[src/rtl/jenkins_keyfeed.sv]
// rtl/jenkins_keyfeed.sv - key-to-byte-stream driver for a one-at-a-time hasher
module jenkins_keyfeed #(
  parameter int MAX_BYTES = 8,
  parameter int LEN_W     = 4,
  parameter int TIMEOUT   = 15
) (
  input  logic                   CLOCK,
  input  logic                   RESET_N,
  input  logic [8*MAX_BYTES-1:0] key_in,
  input  logic [LEN_W-1:0]       key_len,
  input  logic                   key_valid,
  output logic                   key_ready,
  output logic                   sample,
  output logic [7:0]             value,
  input  logic                   complete,
  input  logic [31:0]            hash,
  output logic [31:0]            hash_out,
  output logic                   hash_err,
  output logic                   hash_valid,
  input  logic                   hash_ready
);

  localparam int                TOUT_W    = $clog2(TIMEOUT) + 1;
  localparam logic [LEN_W-1:0]  MAX_LEN   = LEN_W'(MAX_BYTES);
  localparam logic [TOUT_W-1:0] TOUT_LAST = TOUT_W'(TIMEOUT - 1);

  typedef enum logic [1:0] {
    S_IDLE,
    S_FEED,
    S_WAIT,
    S_RESULT
  } state_t;

  state_t                 state_q, state_d;
  logic [1:0]             guard_q;
  logic [LEN_W-1:0]       idx_q, idx_d;
  logic [LEN_W-1:0]       n_q, n_d;
  logic [LEN_W-1:0]       len_clamped;
  logic [8*MAX_BYTES-1:0] key_q, key_d;
  logic [TOUT_W-1:0]      tout_q, tout_d;
  logic                   sample_d;
  logic [7:0]             value_d;
  logic [31:0]            hash_out_d;
  logic                   hash_err_d;
  logic                   hash_valid_d;
  logic                   key_fire;

  // Keys are only taken in IDLE once the post-reset flush window is over.
  assign key_ready = (state_q == S_IDLE) && (guard_q == 2'd0);
  assign key_fire  = key_valid && key_ready;

  // Post-reset guard: gives a hasher abandoned mid-key two quiet cycles to
  // emit its stray complete and clear its work register.
  always_ff @(posedge CLOCK or negedge RESET_N) begin
    if (!RESET_N) begin
      guard_q <= 2'd2;
    end else if (guard_q != 2'd0) begin
      guard_q <= guard_q - 2'd1;
    end
  end

  // Next-state and datapath: the key is held in a shift register so the
  // next byte to send is always in the low 8 bits.
  always_comb begin
    state_d      = state_q;
    idx_d        = idx_q;
    n_d          = n_q;
    key_d        = key_q;
    tout_d       = tout_q;
    sample_d     = sample;
    value_d      = value;
    hash_out_d   = hash_out;
    hash_err_d   = hash_err;
    hash_valid_d = hash_valid;
    len_clamped  = (key_len > MAX_LEN) ? MAX_LEN : key_len;

    case (state_q)
      S_IDLE: begin
        if (key_fire) begin
          n_d = len_clamped;
          if (len_clamped == '0) begin
            // Empty key: report the zero hash without touching the hasher.
            hash_out_d   = 32'd0;
            hash_err_d   = 1'b0;
            hash_valid_d = 1'b1;
            state_d      = S_RESULT;
          end else begin
            sample_d = 1'b1;
            value_d  = key_in[7:0];
            key_d    = key_in >> 8;
            idx_d    = LEN_W'(1);
            state_d  = S_FEED;
          end
        end
      end

      S_FEED: begin
        if (idx_q < n_q) begin
          value_d = key_q[7:0];
          key_d   = key_q >> 8;
          idx_d   = idx_q + LEN_W'(1);
        end else begin
          sample_d = 1'b0;
          value_d  = 8'd0;
          tout_d   = '0;
          state_d  = S_WAIT;
        end
      end

      S_WAIT: begin
        if (complete) begin
          hash_out_d   = hash;
          hash_err_d   = 1'b0;
          hash_valid_d = 1'b1;
          state_d      = S_RESULT;
        end else if (tout_q == TOUT_LAST) begin
          hash_out_d   = 32'd0;
          hash_err_d   = 1'b1;
          hash_valid_d = 1'b1;
          state_d      = S_RESULT;
        end else begin
          tout_d = tout_q + TOUT_W'(1);
        end
      end

      S_RESULT: begin
        if (hash_ready) begin
          hash_valid_d = 1'b0;
          hash_err_d   = 1'b0;
          state_d      = S_IDLE;
        end
      end

      default: begin
        state_d = S_IDLE;
      end
    endcase
  end

  // State and registered hasher/result outputs; reset abandons any key.
  always_ff @(posedge CLOCK or negedge RESET_N) begin
    if (!RESET_N) begin
      state_q    <= S_IDLE;
      idx_q      <= '0;
      n_q        <= '0;
      key_q      <= '0;
      tout_q     <= '0;
      sample     <= 1'b0;
      value      <= 8'd0;
      hash_out   <= 32'd0;
      hash_err   <= 1'b0;
      hash_valid <= 1'b0;
    end else begin
      state_q    <= state_d;
      idx_q      <= idx_d;
      n_q        <= n_d;
      key_q      <= key_d;
      tout_q     <= tout_d;
      sample     <= sample_d;
      value      <= value_d;
      hash_out   <= hash_out_d;
      hash_err   <= hash_err_d;
      hash_valid <= hash_valid_d;
    end
  end

endmodule

[config.mk]
export PLATFORM = sky130hd
export DESIGN_NAME = jenkins_keyfeed
export DESIGN_NICKNAME = d
export VERILOG_FILES = /design/src/rtl/jenkins_keyfeed.sv
export SDC_FILE = /design/constraint.sdc
export NUM_CORES = 1
export LEC_CHECK = 0
export CORE_MARGIN = 2
export CORE_UTILIZATION = 43
export DETAILED_ROUTE_END_ITERATION = 7
export PLACE_DENSITY_LB_ADDON = 0.05
export SLEW_MARGIN = 20
export SYNTH_ARGS = -nofsm -noshare
export SYNTH_HDL_FRONTEND = slang
export SYNTH_SLANG_ARGS = --single-unit
[constraint.sdc]
create_clock -name CLOCK -period 2.45 [get_ports CLOCK]
set_input_delay 0.49 -clock CLOCK [delete_from_list [all_inputs] [get_ports CLOCK]]
set_output_delay 0.49 -clock CLOCK [all_outputs]
set_load 0.03 [all_outputs]
# == Yosys cells after proc, flatten, opt, wreduce, memory -nomap -nowiden ==
# Index checks and enable logic that the tools add are counted.
# op_classes
reduce_logical,18
muxes,43
add_sub_neg,3
order_cmp,2
eq_ne,13
# ops
operator,n
64-bit two-way mux,3
32-bit two-way mux,4
64-bit one-hot mux with 2 select lines,1
32-bit one-hot mux with 2 select lines,1
8-bit two-way mux,3
4-bit AND reduction,5
4-bit two-way mux,4
8-bit one-hot mux with 2 select lines,1
5-bit two-way mux,3
2-bit inequality test (second input constant),7
2-bit two-way mux,6
1-bit two-way mux,11
5-bit one-hot mux with 2 select lines,1
2-bit one-hot mux with 4 select lines,1
4-bit one-hot mux with 2 select lines,1
2-bit nonzero test,4
1-bit one-hot mux with 3 select lines,2
5-bit by 1-bit adder with 5-bit output (second input constant),1
5-bit by 4-bit == test with 1-bit output (second input constant),1
5-bit AND reduction,1
4-bit by 1-bit adder with 4-bit output (second input constant),1
2-bit == test (second input constant),2
4-bit > comparator (second input constant),1
2-bit zero test,2
11 further kinds,12
# word_totals
output_inout_bits,44
word_cells,90
register_bits,124

# == Depth between registers and ports, before layout ==
# logic_depth
depth_word,6
depth_mapped,9

# == Least setup slack after synthesis ==
# No wires, ideal clock.
# synth_timing
kind,flip-flop to flip-flop
start,register idx_q[1]
end,register key_q[10]
stages_incl_launch_ff,8
path_slack_ps,280
arrival_time_ps,2044
n_path_buf,2
setup_ps,126
synth_period_minus_slack_ps,2170
path_cell_list,dfrtp_1 -> ha_1 -> or3b_1 -> a21oi_2 -> o22ai_1 -> buf_2 -> buf_6 -> a221o_1
# synth_via
elab_chain_cells,3
# synth_rtl
item,line,text
from (decl),36,"logic [LEN_W-1:0] idx_q, idx_d;"
from (signal assigned),155,idx_q <= idx_d;
4-bit < comparator,98,if (idx_q < n_q) begin
2-bit inequality test (no line),n/a,
4-bit AND reduction (no line),n/a,
to (signal assigned),157,key_q <= key_d;
to (decl),39,"logic [8*MAX_BYTES-1:0] key_q, key_d;"
# Every way passes these cells.
# A chain may end at the register's enable or synchronous reset.

# == Worst setup path after layout ==
# layout_timing
start,register state_q[0]
end,output key_ready
# layout_via
elab_chain_cells,2
# layout_rtl
item,line,text
from (decl),34,"state_t state_q, state_d;"
from (signal assigned),154,state_q <= state_d;
2-bit zero test,49,assign key_ready = (state_q == S_IDLE) && (guard_q == 2'd0);
1-bit logical AND,49,
to (decl),12,"output logic key_ready,"
# Every way passes these cells.

==> impl_summary.md <==
Clock network
The clock net in this run drives a total of 116 sinks. The maximum level of the CTS H-tree is 4. The maximum buffer depth of the clock tree is 2. TritonCTS built the clock tree.

The library cell used as clock root buffer is sky130_fd_sc_hd__clkbuf_16. The clock insertion delay at the later pin of the skew report is 410 ps. Clock-pin slew was measured on the worst setup and hold paths at 50 ps. In this run, CTS created clock tree buffers numbering 17.

Routing
Summing over every cut layer, the via total after detailed routing is 5393. The routed length per instance is 19.2 µm. Once detail routing completed, the nets flagged for antenna violations numbered 0. The iteration-0 DRC count of the detailed router is 418. The number of DRC violations after detailed routing is 0. The per-cell via count in the routed design is 6.05.

The sum of routed wire length over all layers is 17100 µm. The number of detailed-routing iterations run before antenna repair is 5.

Pwr
The proportion of power drawn by the clock network is 0.214. The proportion of total power due to net switching is 0.397. The switching power is 4.84 mW. The part of the power in registers is 0.292. The standby leakage power is 3.47 nW. The total power is 12.2 mW. The logic gate share of total power is 0.494. The maximum resistive drop on vdd is 0.896 mV.

For this design the ratio of total power to cell area is 1480 nW/µm². The internal cell power is 7.36 mW.

Logic synthesis
Synthesis inferred 116 register bits. The Yosys step of the flow raised 0 warnings. The top cell type's share of synthesized area is 0.495. Of all flip-flops after synthesis, the portion carrying an async set or reset was 1.00. The biggest area consumer among synthesized cells is sky130_fd_sc_hd__dfrtp_1. After synthesis, the mean cell area works out to 10.4 µm². The share of synthesized area occupied by flip-flops and latches is 0.499. Synthesis handed over a netlist of 559 instances. Yosys attributes the largest share of cell area to sky130_fd_sc_hd__dfrtp_1, sky130_fd_sc_hd__a221o_1, sky130_fd_sc_hd__nand4_1.

Counting flops with a built-in enable in the synthesized netlist gives 0. For this run, the leading register cell type out of synthesis is sky130_fd_sc_hd__dfrtp_1. The synthesized netlist occupies a cell area of 5820 µm². The number of distinct library cells after synthesis is 46. The number of nets in the synthesized netlist is 676.

Final layout
The number of nets in the final layout is 819. The fraction of final layout cells sized beyond drive strength 1 is 0.110. Once layout is complete, the utilization of the core stands at 0.624. The filler cells instantiated in the layout total 1108.

In the final layout, the multi-input gates occupy 2650 µm². The antenna diode count is 0. The final instance area is 8260 µm². The area growth from synthesis to layout is 42.0%. The area taken by flip-flops and latches is 2900 µm².

Placed design
The placed standard-cell area is 7590 µm². The final weighted congestion in routability-driven placement is 0.809. The number of buffer cells added on primary ports is 148. The detailed placer's ending HPWL is 10700 µm.

Worst setup path
The critical path buffer and inverter count is 3. The number of cell instances on the worst register-to-register path is 6. STA classifies the critical path startpoint as a flip-flop. The register-to-register path setup slack is 210 ps.

Traced cell by cell, the critical path runs through inv_1 > ha_2 > buf_4 > and2_1 > buf_4. The largest single stage delay on the critical path is 410 ps. The required time at the worst-slack endpoint is 1960 ps.

The cell with the most instances on the worst path is sky130_fd_sc_hd__buf_4. Of all nets on the critical path, the largest fanout is 16. The arrival time at the worst endpoint is 1760 ps. The element type at the critical path end is a primary output. The endpoint identified for the worst register-to-register timing path is key_q[25]. The cell type of the slowest stage on the worst timing path is sky130_fd_sc_hd__dfrtp_1. The worst register-to-register path begins at idx_q[1].

The gate family responsible for the most delay along the worst path is buffers and inverters. The critical path in this run is classified as flip-flop to primary output.

Floorplanning
The core region is 13200 µm². The vertical die dimension is 120 µm. The die width is 120 µm. The row count is 42.

149 I/O pins were placed. The die covers 14500 µm². The effective utilization at floorplan is 0.439.

Job
The max-cap check violation count is 0.

Global routing
The total global routing overflow is 0. The total track usage is 0.240. The initial antenna violation count is 0. The number of global-route vias before repair came to 5352. The first global-routing pass estimated 27500 µm of wire.

The maximum number of pins on one net before global-route repair is 68.

Timing
In the finished design, the share of the clock period the worst path needs comes to 0.919. For the pin with the worst max-slew slack, the measured transition is 705 ps. The final number of max-transition violations is 0. The count of endpoints failing setup in the final report is 0. Timing would allow up to 0.444 GHz. Setup repair after global routing left no endpoint under its margin. The worst path needs 2250 ps of the cycle, external delays included. Between clock sinks in the finished design, the worst skew comes to 8.26 ps. The number of hold violations in the final report is 0.

The remaining max-slew budget at the tightest pin is 0.530. After routing, the total negative slack on setup checks comes to 0 ps. The worst hold-check slack is 471 ps.

Min path
The launch instance of the worst min-delay path is guard_q[0]. The endpoint of the worst hold path is guard_q[0]. The path class of the lowest-slack min-delay path is flip-flop to flip-flop. The cell depth of the worst min-delay path is 1.

Outcome
The flow ran to the end, and the final reports show no timing, DRC or antenna violations.
routing by layer:
metal  routed length [µm]  part of all wire  GRT usage
met2                 7910              0.46      0.373
met1                 7600              0.44      0.327
met5                    0                 0          0
met3                 1290             0.075     0.0623
met4                  322             0.019     0.0843
what timing repair did:
item	4_1_cts	5_1_grt
resized for setup	1	0
hold endpoints to repair	15	0
pin swaps	0	1
setup endpoints to repair	49	16
gates cloned	1	1
setup buffers	0	2
hold buffers	1	0
power groups by stage:
| stage | logic (mW) | clock network (mW) | registers, mW |
|---|---|---|---|
| floorplan | 3.44 | 0 | 4.03 |
| global placement | 5.76 | 0 | 3.52 |
| detailed placement | 5.88 | 0 | 3.57 |
| CTS | 5.97 | 2.65 | 3.55 |
| global route | 6.55 | 2.74 | 3.67 |
| finish | 6.03 | 2.61 | 3.56 |
synth_stat cells (all sizes together), types with 3 or more instances:
| cell | n |
|---|---|
| o21ai | 58 |
| nor4 | 5 |
| a21oi | 52 |
| nand3 | 3 |
| a31oi | 8 |
| nand2 | 20 |
| a221o | 48 |
| a22o | 33 |
| and2 | 4 |
| dfrtp | 115 |
| mux2i | 14 |
| ha | 12 |
| nand2b | 4 |
| inv | 13 |
| nand4 | 50 |
| o211ai | 3 |
| clkbuf | 36 |
| nor2 | 15 |
| a211o | 5 |
| o2bb2ai | 8 |
| and3 | 5 |
| buf | 23 |
| o22ai | 3 |
worst max path at each step:
stage	start	endpoint	depth (start not counted)
final	state_q[0]	key_ready	5
after global routing	state_q[0]	key_q[22]	8
after CTS	idx_q[1]	key_q[41]	5
after detailed placement	key_len[0]	key_q[37]	5
after global placement	key_len[1]	key_q[1]	5
after floorplan	idx_q[1]	key_q[10]	7
state kept, by name, indices dropped and copies added, names as in the netlist:
signal,flops
key_q,56
hash_out,32
value,8
tout_q,5
idx_q,4
n_q,4
guard_q,2
state_q,2
hash_err,1
hash_valid,1
sample,1
cell type report:
type,count,share of cell area
clock inverter,10,0.0185
clock buffer,22,0.0574
multi-input combinational,373,0.320
timing repair buffer,181,0.220
tap,176,0.0267
sequential,116,0.352
inverter,13,0.00591
through the flow:
step	cells	setup WS, ps
3_3_place_gp	854	-144
2_1_floorplan	559	280
5_1_grt	891	112
3_5_place_dp	854	-175
6_report	891	198
4_1_cts	888	103
worst register-to-register path, delay by kind of cell (launching register included):
| family | cells | cell delay (ps) |
|---|---|---|
| adders and majority gates | 1 | 260 |
| DFF | 1 | 420 |
| and+or+nand+nor | 2 | 900 |
| buffers and inverters | 1 | 180 |
| AOI/OAI and AO/OA | 2 | 420 |
logic make-up (layout without fill, tap and decap cells):
kind of cell,Yosys count,after routing,share of synthesized area
AOI/OAI and AO/OA,227,227,0.279
xor gates and xnor gates,1,1,0.00151
adders and majority gates,12,12,0.0258
buffers and inverters,72,226,0.0565
DFF,116,116,0.499
muxes,16,16,0.0279
and+or+nand+nor,115,117,0.110
cell usage in the layout (no fill, tap or decap), types with 4 or more instances in the layout:
master	Yosys	routed
sky130_fd_sc_hd__a221o_1	48	48
sky130_fd_sc_hd__buf_4	0	27
sky130_fd_sc_hd__inv_1	11	11
sky130_fd_sc_hd__a211o_1	5	5
sky130_fd_sc_hd__clkinv_2	0	5
sky130_fd_sc_hd__o21ai_0	50	50
sky130_fd_sc_hd__buf_12	0	7
sky130_fd_sc_hd__a31oi_1	8	8
sky130_fd_sc_hd__clkdlybuf4s50_1	0	146
sky130_fd_sc_hd__nand2b_1	4	4
sky130_fd_sc_hd__o21ai_1	8	7
sky130_fd_sc_hd__nand4_1	50	50
sky130_fd_sc_hd__a22o_1	33	33
sky130_fd_sc_hd__bufinv_16	0	4
sky130_fd_sc_hd__nor2_1	15	14
sky130_fd_sc_hd__nor4_1	4	4
sky130_fd_sc_hd__nand2_1	20	20
sky130_fd_sc_hd__ha_1	12	10
sky130_fd_sc_hd__dfrtp_1	115	115
sky130_fd_sc_hd__and3_1	5	5
sky130_fd_sc_hd__mux2i_1	14	14
sky130_fd_sc_hd__a21oi_1	50	50
sky130_fd_sc_hd__clkbuf_16	0	17
sky130_fd_sc_hd__and2_1	4	4
sky130_fd_sc_hd__o2bb2ai_1	8	8
Note: power is estimated with default switching activity, not from simulation.
